===== src/rtl/pt2262_tx_sequencer.sv =====
// PT2262 transmit sequencer: loads a 12-trit code into the external
// shift register, pulls trits out two bits at a time and encodes them.
module pt2262_tx_sequencer #(
    parameter int TICK_DIV = 4,
    parameter int FRAMES   = 4
) (
    input  logic        i_clk,
    input  logic        i_rst_n,
    input  logic        i_start,
    input  logic [23:0] i_code,
    output logic        o_busy,
    output logic        o_done,
    output logic        o_dout,
    output logic        o_sr_enable,
    output logic [2:0]  o_sr_op,
    output logic [25:0] o_sr_d,
    output logic [1:0]  o_sr_pt2272_bit,
    input  logic [1:0]  i_sr_q
);

    localparam logic [1:0] S_IDLE = 2'd0;
    localparam logic [1:0] S_LOAD = 2'd1;
    localparam logic [1:0] S_TRIT = 2'd2;
    localparam logic [1:0] S_SYNC = 2'd3;

    localparam logic [2:0] OP_HOLD = 3'b000;
    localparam logic [2:0] OP_LOAD = 3'b011;
    localparam logic [2:0] OP_SHL2 = 3'b100;

    localparam int TW = (TICK_DIV > 1) ? $clog2(TICK_DIV) : 1;
    localparam int FW = (FRAMES > 1) ? $clog2(FRAMES) : 1;
    localparam logic [TW-1:0] TICK_MAX  = TW'(TICK_DIV - 1);
    localparam logic [FW-1:0] FRAME_MAX = FW'(FRAMES - 1);

    logic [1:0]    r_state;
    logic [TW-1:0] r_tick;
    logic [4:0]    r_unit;
    logic [3:0]    r_trit;
    logic [FW-1:0] r_frame;
    logic [1:0]    r_cur;

    logic [1:0]    w_state;
    logic [TW-1:0] w_tick;
    logic [4:0]    w_unit;
    logic [3:0]    w_trit;
    logic [FW-1:0] w_frame;
    logic [1:0]    w_cur;
    logic          w_tick_end;
    logic          w_accept;
    logic          w_done;
    logic          w_issue_shift;
    logic          w_issue_load;
    logic          w_long;
    logic          w_dout;

    assign o_sr_pt2272_bit = 2'b00;

    always_comb begin
        w_state       = r_state;
        w_tick        = r_tick;
        w_unit        = r_unit;
        w_trit        = r_trit;
        w_frame       = r_frame;
        w_cur         = r_cur;
        w_accept      = 1'b0;
        w_done        = 1'b0;
        w_issue_shift = 1'b0;
        w_issue_load  = 1'b0;
        w_tick_end    = (r_tick == TICK_MAX);
        case (r_state)
            S_IDLE: begin
                if (i_start) begin
                    w_state  = S_LOAD;
                    w_tick   = '0;
                    w_unit   = '0;
                    w_trit   = '0;
                    w_frame  = '0;
                    w_accept = 1'b1;
                end
            end
            S_LOAD: begin
                if (r_unit == 5'd2) begin
                    w_state = S_TRIT;
                    w_unit  = '0;
                end else begin
                    w_unit = r_unit + 5'd1;
                end
            end
            S_TRIT: begin
                // head trit is captured and the next one shifted in
                if (r_unit[2:0] == 3'd0 && r_tick == '0) begin
                    w_cur         = i_sr_q;
                    w_issue_shift = 1'b1;
                end
                if (w_tick_end) begin
                    w_tick = '0;
                    if (r_unit[2:0] == 3'd7) begin
                        w_unit = '0;
                        if (r_trit == 4'd11) begin
                            w_state = S_SYNC;
                        end else begin
                            w_trit = r_trit + 4'd1;
                        end
                    end else begin
                        w_unit = r_unit + 5'd1;
                    end
                end else begin
                    w_tick = r_tick + 1'b1;
                end
            end
            default: begin
                if (r_unit == 5'd0 && r_tick == '0) begin
                    w_issue_load = 1'b1;
                end
                if (w_tick_end) begin
                    w_tick = '0;
                    if (r_unit == 5'd31) begin
                        w_unit = '0;
                        w_trit = '0;
                        if (r_frame == FRAME_MAX) begin
                            w_state = S_IDLE;
                            w_done  = 1'b1;
                        end else begin
                            w_state = S_TRIT;
                            w_frame = r_frame + 1'b1;
                        end
                    end else begin
                        w_unit = r_unit + 5'd1;
                    end
                end else begin
                    w_tick = r_tick + 1'b1;
                end
            end
        endcase
    end

    // waveform level for the upcoming cycle, so o_dout is a plain flop
    always_comb begin
        w_long = w_unit[2] ? (w_cur != 2'b00) : (w_cur == 2'b11);
        w_dout = 1'b0;
        if (w_state == S_TRIT) begin
            w_dout = (w_unit[1:0] == 2'b00) ||
                     (w_long && w_unit[1:0] != 2'b11);
        end else if (w_state == S_SYNC) begin
            w_dout = (w_unit == 5'd0);
        end
    end

    always_ff @(posedge i_clk or negedge i_rst_n) begin
        if (!i_rst_n) begin
            r_state     <= S_IDLE;
            r_tick      <= '0;
            r_unit      <= '0;
            r_trit      <= '0;
            r_frame     <= '0;
            r_cur       <= '0;
            o_busy      <= 1'b0;
            o_done      <= 1'b0;
            o_dout      <= 1'b0;
            o_sr_enable <= 1'b0;
            o_sr_op     <= OP_HOLD;
            o_sr_d      <= '0;
        end else begin
            r_state <= w_state;
            r_tick  <= w_tick;
            r_unit  <= w_unit;
            r_trit  <= w_trit;
            r_frame <= w_frame;
            r_cur   <= w_cur;
            o_done  <= w_done;
            o_dout  <= w_dout;
            if (w_accept) begin
                o_busy <= 1'b1;
                o_sr_d <= {i_code, 2'b00};
            end else if (w_done) begin
                o_busy <= 1'b0;
            end
            if (w_accept || w_issue_load) begin
                o_sr_op     <= OP_LOAD;
                o_sr_enable <= 1'b0;
            end else if (w_issue_shift) begin
                o_sr_op     <= OP_SHL2;
                o_sr_enable <= 1'b0;
            end else if (o_sr_enable) begin
                o_sr_op     <= OP_HOLD;
                o_sr_enable <= 1'b0;
            end else if (o_sr_op != OP_HOLD) begin
                o_sr_enable <= 1'b1;
            end
        end
    end

endmodule


===== config.mk =====
export PLATFORM = sky130hd
export DESIGN_NAME = pt2262_tx_sequencer
export DESIGN_NICKNAME = d
export VERILOG_FILES = /design/src/rtl/pt2262_tx_sequencer.sv
export SDC_FILE = /design/constraint.sdc
export NUM_CORES = 1
export LEC_CHECK = 0
export CAP_MARGIN = 10
export CORE_ASPECT_RATIO = 0.6
export CORE_MARGIN = 4
export CORE_UTILIZATION = 46
export CTS_BUF_LIST = sky130_fd_sc_hd__clkbuf_4
export CTS_CLUSTER_DIAMETER = 80
export DETAILED_ROUTE_END_ITERATION = 12
export PLACE_DENSITY_LB_ADDON = 0.25
export SYNTH_ARGS = -nofsm -noshare
export SYNTH_HDL_FRONTEND = slang
export SYNTH_SLANG_ARGS = --single-unit
export TNS_END_PERCENT = 10

===== constraint.sdc =====
create_clock -name i_clk -period 2.55 [get_ports i_clk]
set_clock_uncertainty 0.1 [all_clocks]
set_input_delay 0.255 -clock i_clk [delete_from_list [all_inputs] [get_ports i_clk]]
set_output_delay 0.255 -clock i_clk [all_outputs]
set_load 0.005 [all_outputs]

==> results of run 1 <==
## what timing repair did
item / 4_1_cts / 5_1_grt
endpoints found under the hold margin: 12 / 0
gates resized for setup: 1 / 14
setup endpoints to repair: 1 / 1
pin swaps: 1 / 5
setup buffers: 2 / 4
hold buffers: 1 / 0
gates cloned: 0 / 0
## power groups by stage
stage                     registers, mW  clock network (mW)  logic (mW)
after floorplan                    1.30                   0        1.05
after global placement             1.28                   0        1.97
after detailed placement           1.31                   0        2.01
after CTS                          1.29               0.475        2.06
after global routing               1.33               0.511        2.40
final                              1.30               0.460        2.19
## sequential cells by signal, summed over array words and instances, names as in the netlist
signal	cells
o_sr_d	24
r_unit	5
r_trit	4
o_sr_op	2
r_cur	2
r_frame	2
r_state	2
r_tick	2
o_busy	1
o_done	1
o_dout	1
o_sr_enable	1
## layout make-up
class / instances / area, sq um / area share (%)
clock buffer: 5 / 37.5 / 1.08
clock inverter: 3 / 43.8 / 1.26
inverter: 12 / 45.0 / 1.29
multi-input combinational: 169 / 1310 / 37.7
sequential: 47 / 1180 / 33.8
tap: 66 / 82.6 / 2.37
timing repair buffer: 85 / 783 / 22.5
## per-stage QoR
step / util (%) / cells / worst slack [ns] / power (mW) / cell area, sq um
floorplan: - / 242 / 0.104 / 2.35 / 2540
global placement: 63.1 / 372 / 0.109 / 3.25 / 3270
detailed placement: 63.1 / 372 / 0.0132 / 3.32 / 3270
CTS: 65.3 / 383 / 0.0234 / 3.82 / 3380
global route: 67.2 / 387 / 0.00290 / 4.25 / 3480
finish: 67.2 / 387 / 0.119 / 3.95 / 3480
## cells by family after synthesis
family / share of synthesized area (%)
mux: 12.4
other cells: 0.148
flops: 46.4
simple gates: 15.6
fa+ha+maj: 8.49
compound gates: 11.5
buf+inv: 5.14
xor+xnor: 0.346
## layer usage
layer / up-vias / track usage, % / share of wire [%]
met5: - / 0 / 0
met4: 0 / 3.81 / 0.58
met3: 6 / 4.91 / 5.7
met2: 62 / 28.0 / 43
met1: 1030 / 27.5 / 50
li1: 1010 / - / -
## worst max-delay path by stage
stage | start | slack [ns] | endpoint | cells after the start
after floorplan | r_unit[0] | 0.10 | o_dout | 8
after global placement | r_unit[0] | 0.11 | o_dout | 8
after detailed placement | r_unit[0] | 0.01 | o_dout | 8
after CTS | r_unit[0] | 0.02 | o_dout | 8
after global routing | r_unit[0] | 0.003 | o_dout | 10
final | r_unit[0] | 0.12 | o_dout | 10
## layout by cell type (no fill, tap or decap), types with 4 or more instances in the layout
cell type and count:
sky130_fd_sc_hd__ha_1 11, sky130_fd_sc_hd__clkdlybuf4s50_1 58, sky130_fd_sc_hd__mux2_2 28, sky130_fd_sc_hd__inv_1 11, sky130_fd_sc_hd__maj3_1 4, sky130_fd_sc_hd__a21oi_1 5, sky130_fd_sc_hd__dfrtp_1 46, sky130_fd_sc_hd__conb_1 4
sky130_fd_sc_hd__nor3_1 4, sky130_fd_sc_hd__nand2_1 20, sky130_fd_sc_hd__buf_4 25, sky130_fd_sc_hd__clkbuf_4 5, sky130_fd_sc_hd__o21ai_0 15, sky130_fd_sc_hd__nand3_1 7, sky130_fd_sc_hd__nor2_1 16
## worst register-to-register path, delay by kind of cell, from the launching register on
kind / cells / cell delay, ns
flip-flops: 1 / 0.41
AND/OR/NAND/NOR: 2 / 0.68
adder cells (fa/ha/maj): 1 / 0.13
AO/OA/AOI/OAI: 4 / 0.66
buffers and inverters: 3 / 0.37
==> PnR_summary.wiki, run 1 <==
{| class="wikitable"
! Metric !! Value
|-
| Filler cells || 393
|-
| Largest net degree at the start of global routing || 36
|-
| Residual antenna-violating net count after detailed routing || 0
|-
| Largest fanout on the critical path || 5
|-
| Unrepaired setup endpoints after global routing || no
|-
| Gate count after technology mapping || approximately 240
|-
| CTS buffer count || 5
|-
| GR Util All Layers || 18.8%
|-
| Yosys top cell by area || sky130_fd_sc_hd__dfrtp_1
|-
| WP data required || 2.74 ns
|-
| Vert. Die Dim || roughly 65 um
|-
| CP bufs+invs || 3
|-
| Critical Path Sink Type || flip-flop
|-
| Final period demand of the worst path || 2.43 ns
|-
| DRT Wirelength || 6240 um
|-
| Global-route wire length before repair || 10,200 um
|-
| Cell family contributing the most delay on the critical path || simple AND/OR/NAND/NOR gates
|-
| Cell area after synthesis || 2530 sq um
|-
| Clock-pin slew reported for the worst setup and hold paths after clock tree synthesis || 0.14 ns
|-
| Io pins || 64
|-
| Sequential element share of the synthesized area || a little under half
|-
| Count of endpoints failing hold in the final timing report || 0
|-
| Crit-path max cell delay || between 0.5 and 0.6 ns
|-
| Worst min path class || input port to async pin
|-
| Crit start category || flip-flop
|-
| Final setup vio count || 0
|-
| Count of routing violations after the opening detailed-route iteration || 141
|-
| Effective utilization at floorplan || between 40% and 50%
|-
| Clock Path Buffers || 2
|-
| Remaining global-route overflow || 0
|-
| Leakage component of the power || 1.51 nW
|-
| PwrDens || 1130 nW/um^2
|-
| Transition time at the pin with the least slew margin || around 0.50 ns
|-
| Setup Total Neg Slack || 0 ns
|-
| Final slew viol count || 0
|-
| Worst hold slack || 0.192 ns
|-
| Type of the worst setup path || flip-flop to flip-flop
|-
| Buffer cell driving the clock tree root || sky130_fd_sc_hd__clkbuf_4
|-
| Worst-case vdd ir drop || 0.000600 V
|-
| Routability congestion estimate from global placement || 0.921
|-
| Switching power summed over all nets || between 1 and 1.5 mW
|-
| Per-cell routed wire length || 16.1 um
|-
| Most area-consuming cells after synthesis || sky130_fd_sc_hd__dfrtp_1 46%, sky130_fd_sc_hd__mux2_2 12%, sky130_fd_sc_hd__ha_1 6.9%, sky130_fd_sc_hd__nand2_1 3.0%, sky130_fd_sc_hd__o21ai_0 3.0%
|-
| Layout overhead on the synthesized area || 37.4%
|-
| First-pass detailed-route iteration total || 4
|-
| Dominant cell by count in the synthesized netlist || sky130_fd_sc_hd__dfrtp_1
|-
| Worst Reg-to-Reg Cells || 10
|-
| Arrival time reported for the critical path endpoint || 2.62 ns
|-
| Total vias in the final route || 2,108
|-
| Ratio of cells with drive above 1 in the final layout || 25.5%
|-
| Vias/cell || 5.45
|-
| Max H-tree Level || 2
|-
| Yosys top cell area share || 46.4%
|-
| Antenna violations before repair || 0
|-
| Clock tree from TritonCTS || yes
|-
| Slowest cell on the critical path || sky130_fd_sc_hd__or4b_4
|-
| Net switching fraction of the power || a little over a third
|-
| Internal reg-to-reg setup slack || 0.12 ns
|-
| Sequence of cells on the critical path || buf_4 > inv_2 > ha_1 > or4b_4 > buf_4 > o2bb2ai_1 > a32o_2 > nor3_2 > o31ai_2 > o211ai_1
|-
| Post-synthesis register bit count || 47
|-
| Internal power || 2.52 mW
|-
| R2r startpoint || r_unit[0]
|-
| Post-synth top flop || sky130_fd_sc_hd__dfrtp_1
|-
| Total number of placement rows || 20
|-
| Number of synthesized flops with an enable pin || 0
|-
| Number of design rule violations left after detail routing || 0
|-
| Run status || finished, final reports clean
|-
| Cell type with the highest occurrence count on the critical path || sky130_fd_sc_hd__buf_4
|-
| Clk Latency, worst-skew pair || 0.37 ns
|-
| Number of diodes || 0
|-
| Post-layout nets || ~360
|-
| Number of max-cap violations || 0
|-
| Worst slew margin relative to its limit || around two thirds
|-
| Max frequency || a little over 0.4 GHz
|-
| Average cell area after synthesis || about 11 sq um
|-
| Num Clock Sinks || 47
|-
| CORE AREA || 5180 sq um
|-
| Detailed placement HPWL || 4730 um
|-
| Post-route clock period utilization || 95.3%
|-
| Synth warnings || 0
|-
| Distinct cell type count after synthesis || 53
|-
| Number of port buffers || 59
|-
| Horizontal extent of the die || around 100 um
|-
| Reg power frac || 32.8%
|-
| Die Outline Area || 6800 sq um
|-
| Share of total power in combinational logic || a little under three fifths
|-
| Number of global-route vias before repair || 1,967
|-
| Clock power share || 11.7%
|-
| End of the worst register-to-register path || o_dout
|-
| Top cell types by occurrence after synthesis || 47 x sky130_fd_sc_hd__dfrtp_1, 28 x sky130_fd_sc_hd__mux2_2, 20 x sky130_fd_sc_hd__nand2_1, 16 x sky130_fd_sc_hd__nor2_1, 15 x sky130_fd_sc_hd__o21ai_0
|-
| Fraction of registers with async set/reset || 100%
|}
No activity file was read; power rests on OpenSTA's default activity.
==> run 2: changes to the inputs <==
- TNS_END_PERCENT: 10 -> 5
==> results of run 2 <==
No change in the layout: final DEF, timing and power equal those of run 1.
